$ cat config.mk
export PLATFORM = sky130hd
export DESIGN_NAME = serial_add_ctrl
export DESIGN_NICKNAME = d
export VERILOG_FILES = /design/src/rtl/serial_add_pkg.sv /design/src/rtl/serial_add_ctrl_fa_bit.sv /design/src/rtl/serial_add_ctrl.sv
export SDC_FILE = /design/constraint.sdc
export NUM_CORES = 1
export LEC_CHECK = 0
export CORE_ASPECT_RATIO = 0.9
export CORE_MARGIN = 8
export CORE_UTILIZATION = 50
export CTS_CLUSTER_SIZE = 14
export DETAILED_ROUTE_END_ITERATION = 10
export PLACE_DENSITY = 0.87
export SLEW_MARGIN = 20
export SYNTH_ARGS = -nofsm -noshare
export SYNTH_HDL_FRONTEND = slang
export SYNTH_SLANG_ARGS = --single-unit
$ cat constraint.sdc
create_clock -name clk -period 1.65 [get_ports clk]
set_clock_uncertainty 0.05 [all_clocks]
set_input_delay 0.33 -clock clk [delete_from_list [all_inputs] [get_ports clk]]
set_output_delay 0.33 -clock clk [all_outputs]
set_load 0.005 [all_outputs]
$ cat src/rtl/serial_add_pkg.sv
// Shared types for the bit-serial adder sequencer.
package serial_add_pkg;

  typedef enum logic [1:0] {
    ST_IDLE = 2'd0,
    ST_RUN  = 2'd1,
    ST_DONE = 2'd2
  } state_e;

endpackage

$ cat src/rtl/serial_add_ctrl_fa_bit.sv
// 1-bit full adder composed of two half-adder cells and an OR for the carry.
module ha_cell (
  input  logic a,
  input  logic b,
  output logic s,
  output logic c
);

  assign s = a ^ b;
  assign c = a & b;

endmodule

module fa_bit (
  input  logic a,
  input  logic b,
  input  logic cin,
  output logic s,
  output logic co
);

  logic s1, c1, c2;

  ha_cell u_ha0 (.a(a),  .b(b),   .s(s1), .c(c1));
  ha_cell u_ha1 (.a(s1), .b(cin), .s(s),  .c(c2));

  assign co = c1 | c2;

endmodule

$ cat src/rtl/serial_add_ctrl.sv
// Bit-serial adder sequencer: one shared full-adder cell, one bit per clock, LSB first.
module serial_add_ctrl
  import serial_add_pkg::*;
#(
  parameter int unsigned WIDTH = 8
) (
  input  logic             clk,
  input  logic             rst_n,
  input  logic             start,
  input  logic [WIDTH-1:0] a,
  input  logic [WIDTH-1:0] b,
  input  logic             cin,
  output logic             busy,
  output logic             done,
  output logic [WIDTH-1:0] sum,
  output logic             cout
);

  localparam int unsigned CNT_W = $clog2(WIDTH);
  localparam logic [CNT_W-1:0] CNT_LAST = CNT_W'(WIDTH - 1);

  state_e           state_q, state_d;
  logic [WIDTH-1:0] a_sh_q, a_sh_d;
  logic [WIDTH-1:0] b_sh_q, b_sh_d;
  logic [WIDTH-1:0] r_sh_q, r_sh_d;
  logic [WIDTH-1:0] sum_q, sum_d;
  logic             carry_q, carry_d;
  logic             cout_q, cout_d;
  logic [CNT_W-1:0] cnt_q, cnt_d;

  logic             fa_s, fa_co;
  logic [WIDTH-1:0] r_next;

  fa_bit u_fa (
    .a  (a_sh_q[0]),
    .b  (b_sh_q[0]),
    .cin(carry_q),
    .s  (fa_s),
    .co (fa_co)
  );

  // Final sum bit enters the MSB on the same edge the result is published.
  assign r_next = {fa_s, r_sh_q[WIDTH-1:1]};

  always_comb begin
    state_d = state_q;
    a_sh_d  = a_sh_q;
    b_sh_d  = b_sh_q;
    r_sh_d  = r_sh_q;
    sum_d   = sum_q;
    carry_d = carry_q;
    cout_d  = cout_q;
    cnt_d   = cnt_q;
    case (state_q)
      ST_IDLE, ST_DONE: begin
        if (start) begin
          state_d = ST_RUN;
          a_sh_d  = a;
          b_sh_d  = b;
          carry_d = cin;
          cnt_d   = '0;
        end else begin
          state_d = ST_IDLE;
        end
      end
      ST_RUN: begin
        a_sh_d  = a_sh_q >> 1;
        b_sh_d  = b_sh_q >> 1;
        r_sh_d  = r_next;
        carry_d = fa_co;
        if (cnt_q == CNT_LAST) begin
          state_d = ST_DONE;
          sum_d   = r_next;
          cout_d  = fa_co;
        end else begin
          cnt_d = cnt_q + CNT_W'(1);
        end
      end
      default: state_d = ST_IDLE;
    endcase
  end

  always_ff @(posedge clk) begin
    if (!rst_n) begin
      state_q <= ST_IDLE;
      a_sh_q  <= '0;
      b_sh_q  <= '0;
      r_sh_q  <= '0;
      sum_q   <= '0;
      carry_q <= 1'b0;
      cout_q  <= 1'b0;
      cnt_q   <= '0;
    end else begin
      state_q <= state_d;
      a_sh_q  <= a_sh_d;
      b_sh_q  <= b_sh_d;
      r_sh_q  <= r_sh_d;
      sum_q   <= sum_d;
      carry_q <= carry_d;
      cout_q  <= cout_d;
      cnt_q   <= cnt_d;
    end
  end

  assign busy = (state_q == ST_RUN);
  assign done = (state_q == ST_DONE);
  assign sum  = sum_q;
  assign cout = cout_q;

endmodule

* Word-level counts from Yosys, hierarchy flattened
Cells that the tools add are included.
** Operators by class
- Add/subtract/negate cells :: 1
- Multipliers :: 0
- Divide/modulo/power cells :: 0
- Magnitude comparators :: 0
- Eq/ne operators :: 6
- Shifts and indexed selects :: 0
- Multiplexer cells :: 12
- Bitwise gates (word level) :: 5
- Reduce and logical (&&, ||, !) cells :: 6
** Operators by type and width (count)
- $pmux 8 s2 :: 2
- $mux 8 :: 2
- $mux 3 :: 2
- $pmux 3 s2 :: 1
- $ne 2x2->1 const B :: 2
- $pmux 2 s2 :: 1
- $reduce_and 2->1 :: 2
- $add 3x1->3 const B :: 1
- $eq 3x3->1 const B :: 1
- $reduce_and 3->1 :: 1
- $and 1x1->1 :: 2
- $eq 2x1->1 const B :: 1
- $eq 2x2->1 const B :: 1
- $logic_not 2->1 :: 1
- $mux 1 :: 2
- $mux 2 :: 1
- $ne 2x1->1 const B :: 1
- $pmux 1 s2 :: 1
- $reduce_bool 2->1 :: 1
- $reduce_or 2->1 :: 1
- $xor 1x1->1 :: 2
- $or 1x1->1 :: 1
** Word-level totals
- Bits in registers :: 39
- Bits in latches :: 0
- Memory bits (writable) :: 0
- Memory bits (read-only) :: 0
- Input bits :: 20
- Word-level logic and storage cells :: 38
- Memories :: 0

* Depth between registers and ports, before layout
- Word-level depth :: 4
- Depth in mapped cells :: 5
- Mapped depth without buffers :: 5

* Hierarchy
Synthesis repeated with hierarchy kept, for this count alone.
** Second synthesis, totals
- Cell total of the unflattened synthesis :: 189
- Area total of the unflattened synthesis :: 1515.2 sq um
** Modules (own cells, without submodules)
- serial_add_ctrl :: instances 1, cells an instance 186, area each 1483.9 sq um, seq. area each 760.7 sq um
- ha_cell :: instances 2, cells an instance 1, area each 12.5 sq um, seq. area each 0.0 sq um
- fa_bit :: instances 1, cells an instance 1, area each 6.3 sq um, seq. area each 0.0 sq um

* Least setup slack after synthesis
OpenSTA, ideal clock, no wires.
- Path kind :: reg2reg
- Start point :: register cnt_q[0]
- End point :: register cnt_q[0]
- Setup time :: 0.115 ns
- Arrival :: 1.218 ns
- Slack :: 0.267 ns
- Cell stages (with the launch flop) :: 6
- Period minus slack after synthesis :: 1.383 ns
- Cell sequence :: dfxtp_1 ha_1 ha_1 nor3b_2 nor3b_1 o21a_1
** Between the ends
- Longest elaborated chain between the ends :: 3
- Elaborated cells on any way between the ends :: 6
- Those cells by class :: add/sub (1); eq/ne (2); mux (2); reduce/logical (1)
** Ends and longest elaborated chain
- start, declared :: line serial_add_ctrl.sv:29 : logic [CNT_W-1:0] cnt_q, cnt_d;
- start signal, assigned :: line serial_add_ctrl.sv:101 : cnt_q <= cnt_d;
- $add 3x1->3 or $eq 3x3->1 (tied branches) :: line serial_add_ctrl.sv:76, serial_add_ctrl.sv:71
- $mux 3 or $ne 2x2->1 (tied branches)
- $pmux 3 s2 or $reduce_and 3->1 (tied branches)
Several ways; a longest one is shown, not always the timed one. The select of a mux whose other input is x is not followed.
A chain may end at the register's enable or synchronous reset.

* Worst setup path after layout
- Start point :: register sum_q[1], in the netlist sum[1]
- End point :: output port sum[1]
** RTL lines
- start, declared :: line serial_add_ctrl.sv:26 : logic [WIDTH-1:0] sum_q, sum_d;
- start signal, assigned :: line serial_add_ctrl.sv:98 : sum_q <= sum_d;
- end, declared :: line serial_add_ctrl.sv:15 : output logic [WIDTH-1:0] sum,
No word-level cell between the ends.

==> metrics.md <==
| Metric | Value |
|---|---|
| Status | `complete, no violations` |
| Leakage | `0.731 nW` |
| Setup CP Type | `reg -> out` |
| Drt total wl | `3310 um` |
| IO Count | `31` |
| Post-Syn Instances | `187` |
| Die Span Y | `69.0 um` |
| Die Wd | `74.8 um` |
| Share of the synthesized area in the top cell type | `48.8%` |
| Pwr Total | `1.82 mW` |
| DR vias | `1378` |
| Most crowded layer after global routing | `met2` |
| Final HPWL DP | `2260 um` |
| P per Cell Area | `910 nW/um2` |
| Syn_nets | `210` |
| Ys flop type | `dfxtp_1` |
| Setup TNS Final | `0 ns` |
| CTS tree | `done` |
| CP peak stage delay | `0.50 ns` |
| Register area share after synthesis | `48.8%` |
| WHS | `0.410 ns` |
| Synth async-reset ratio | `0%` |
| Ys Warns | `0` |
| Via density | `5.32` |
| Area growth syn-to-layout | `28.3%` |
| GRT met2 Usage | `23.7%` |
| Clk sink count | `38` |
| TritonCTS buffer count | `5` |
| Final Max Tran Viols | `0` |
| Fin cells | `259` |
| H-tree depth | `2` |
| Count leader, synth | `nand2_1` |
| Mean Syn Cell Area | `8.33 um2` |
| Layout cells sized above 1 | `10.1%` |
| Skew-Pair Late Insertion Delay | `0.35 ns` |
| First-pass GRT wire length | `5600 um` |
| Clk slew on worst S/H paths | `0.11 ns` |
| Stages on worst setup path | `1` |
| EDFF count, synth | `0` |
| Placed cell count | `251` |
| Synthesized flop and latch total | `38` |
| Worst Path Max Fanout | `2` |
| Synth area leaders | `dfxtp_1, nand2_1, a31oi_1` |
| Vias in the first global route | `1328` |
| First DRT Iteration DRCs | `89` |
| CP Cell Sequence | `clkdlybuf4s50_1` |
| Die area | `5160 um2` |
| Peak VDD IR | `0.571 mV` |
| Worst-margin pin slew | `0.354 ns` |
| Hold_buf cts | `0` |
| # setup viols final | `0` |
| Max clock buf depth | `2` |
| CP max-delay cell | `clkdlybuf4s50_1` |
| Period utilization | `95.2%` |
| Starting Density | `51.6%` |
| Synthesized cell area | `1560 um2` |
| Drt wl/cell | `12.8 um` |
| Post-layout min period | `1.57 ns` |
| Routability congestion estimate | `0.734` |
| Hold path cells | `2` |
| Critical Path AT | `1.19 ns` |
| Max Fclk | `637 MHz` |
| NumNets Final | `239` |
| Drt first pass iters | `4` |
| Core Area | `3020 um2` |
| Row count | `19` |
| M1 GR Usage | `16.0%` |
| Clock root buffer | `clkbuf_4` |
| IO Port Bufs | `30` |
| Slew HR | `76.3%` |
| Synth unique cells | `21` |
| Hold WC Path Type | `reg -> reg` |
| Endpoint type of the worst setup path | `output port` |
| Worst path required time | `1.27 ns` |
| Maxcap violations | `0` |
| Grt met3 use | `4.77%` |
| DRC viols | `0` |
| Cell family with most CP delay | `buffers and inverters` |
| Gr usage total | `14.2%` |
| Final antenna-violating net count | `0` |
| Initial antenna violation count | `0` |
| Cell taking the most area after synthesis | `dfxtp_1` |
| Buffers plus inverters on the worst setup path | `1` |
| Synth top cells by count | `nand2_1, dfxtp_1, a31oi_1, o21ai_0, a21boi_1` |
| GRT overflow | `0` |
| Antenna diodes | `0` |
| Final hold vios | `0` |
| R2r worst-path depth | `5` |
| # Post-CTS Setup Buffers | `0` |
| Post-Route Utilization | `66.2%` |
| RSZ-0062 raised after global routing | `no` |
| Largest net degree at the start of global routing | `41` |
| Element type at the critical path start | `flip-flop` |
## through the flow
step / worst slack (ns) / cell area, um2
3_5_place_dp: 0.0361 / 1910
3_3_place_gp: 0.0846 / 1910
6_report: 0.0799 / 2000
4_1_cts: 0.0260 / 1990
2_1_floorplan: 0.267 / 1560
5_1_grt: 0.0121 / 2000
## state kept, by name, indices dropped and copies added, names as in the netlist
| signal | cells |
|---|---|
| carry_q | 1 |
| cout | 1 |
| cnt_q | 3 |
| sum | 8 |
| a_sh_q | 8 |
| state_q | 2 |
| b_sh_q | 8 |
| r_sh_q | 7 |
## where the power goes
group / internal, mW / switching [mW] / leakage (nW)
Clock: 0.291 / 0.305 / 0.0446
Combinational: 0.114 / 0.117 / 0.373
Sequential: 0.964 / 0.0260 / 0.313
Total: 1.37 / 0.448 / 0.731
## logic make-up (layout without fill, tap and decap cells)
logic type      Yosys count  count (layout)  share of synthesized area (%)
buf+inv                  15              45                           4.50
flops                    38              38                           48.8
simple gates             79              79                           22.3
fa+ha+maj                 3               3                           2.89
compound gates           52              52                           21.4
## layout by cell type, fill, tap and decap left out
| master | n |
|---|---|
| a21boi_0 | 8 |
| a21boi_1 | 12 |
| a31oi_1 | 15 |
| and3_1 | 1 |
| buf_12 | 2 |
| buf_4 | 4 |
| clkbuf_4 | 5 |
| clkbuf_8 | 3 |
| clkdlybuf4s50_1 | 28 |
| dfxtp_1 | 32 |
| dfxtp_2 | 6 |
| dlygate4sd2_1 | 2 |
| fa_1 | 1 |
| ha_1 | 2 |
| inv_2 | 1 |
| nand2_1 | 57 |
| nand2b_1 | 2 |
| nand3_1 | 11 |
| nand3b_1 | 3 |
| nor2b_1 | 2 |
| nor3_1 | 1 |
| nor3b_1 | 1 |
| nor3b_2 | 1 |
| o21a_1 | 2 |
| o21ai_0 | 15 |
## path summary, 6_finish.rpt
path,startpoint,to,slack (ns)
max reg2reg,cnt_q[0],cnt_q[0],0.12
min,cout,cout,0.41
min reg2reg,cout,cout,0.41
max,sum[1],sum[1],0.08
## metal layers
metal  part of all wire (%)  up-vias
li1                       -      693
met1                     47      644
met2                     47       34
met3                    4.6        7
met4                    1.7        0
met5                      0        -
## repair_timing
item                       in CTS  in global routing
cloned                          0                  0
resized for setup               4                  4
setup endpoints to repair       2                  4
## area by class of cell
type,instances,area (um2)
Inverter,1,3.75
Multi-Input combinational cell,134,727
Sequential cell,38,768
Timing Repair Buffer,36,368
Clock buffer,8,78.8
Fill cell,282,1020
Tap cell,42,52.6
(Power assumes the default switching activity.)
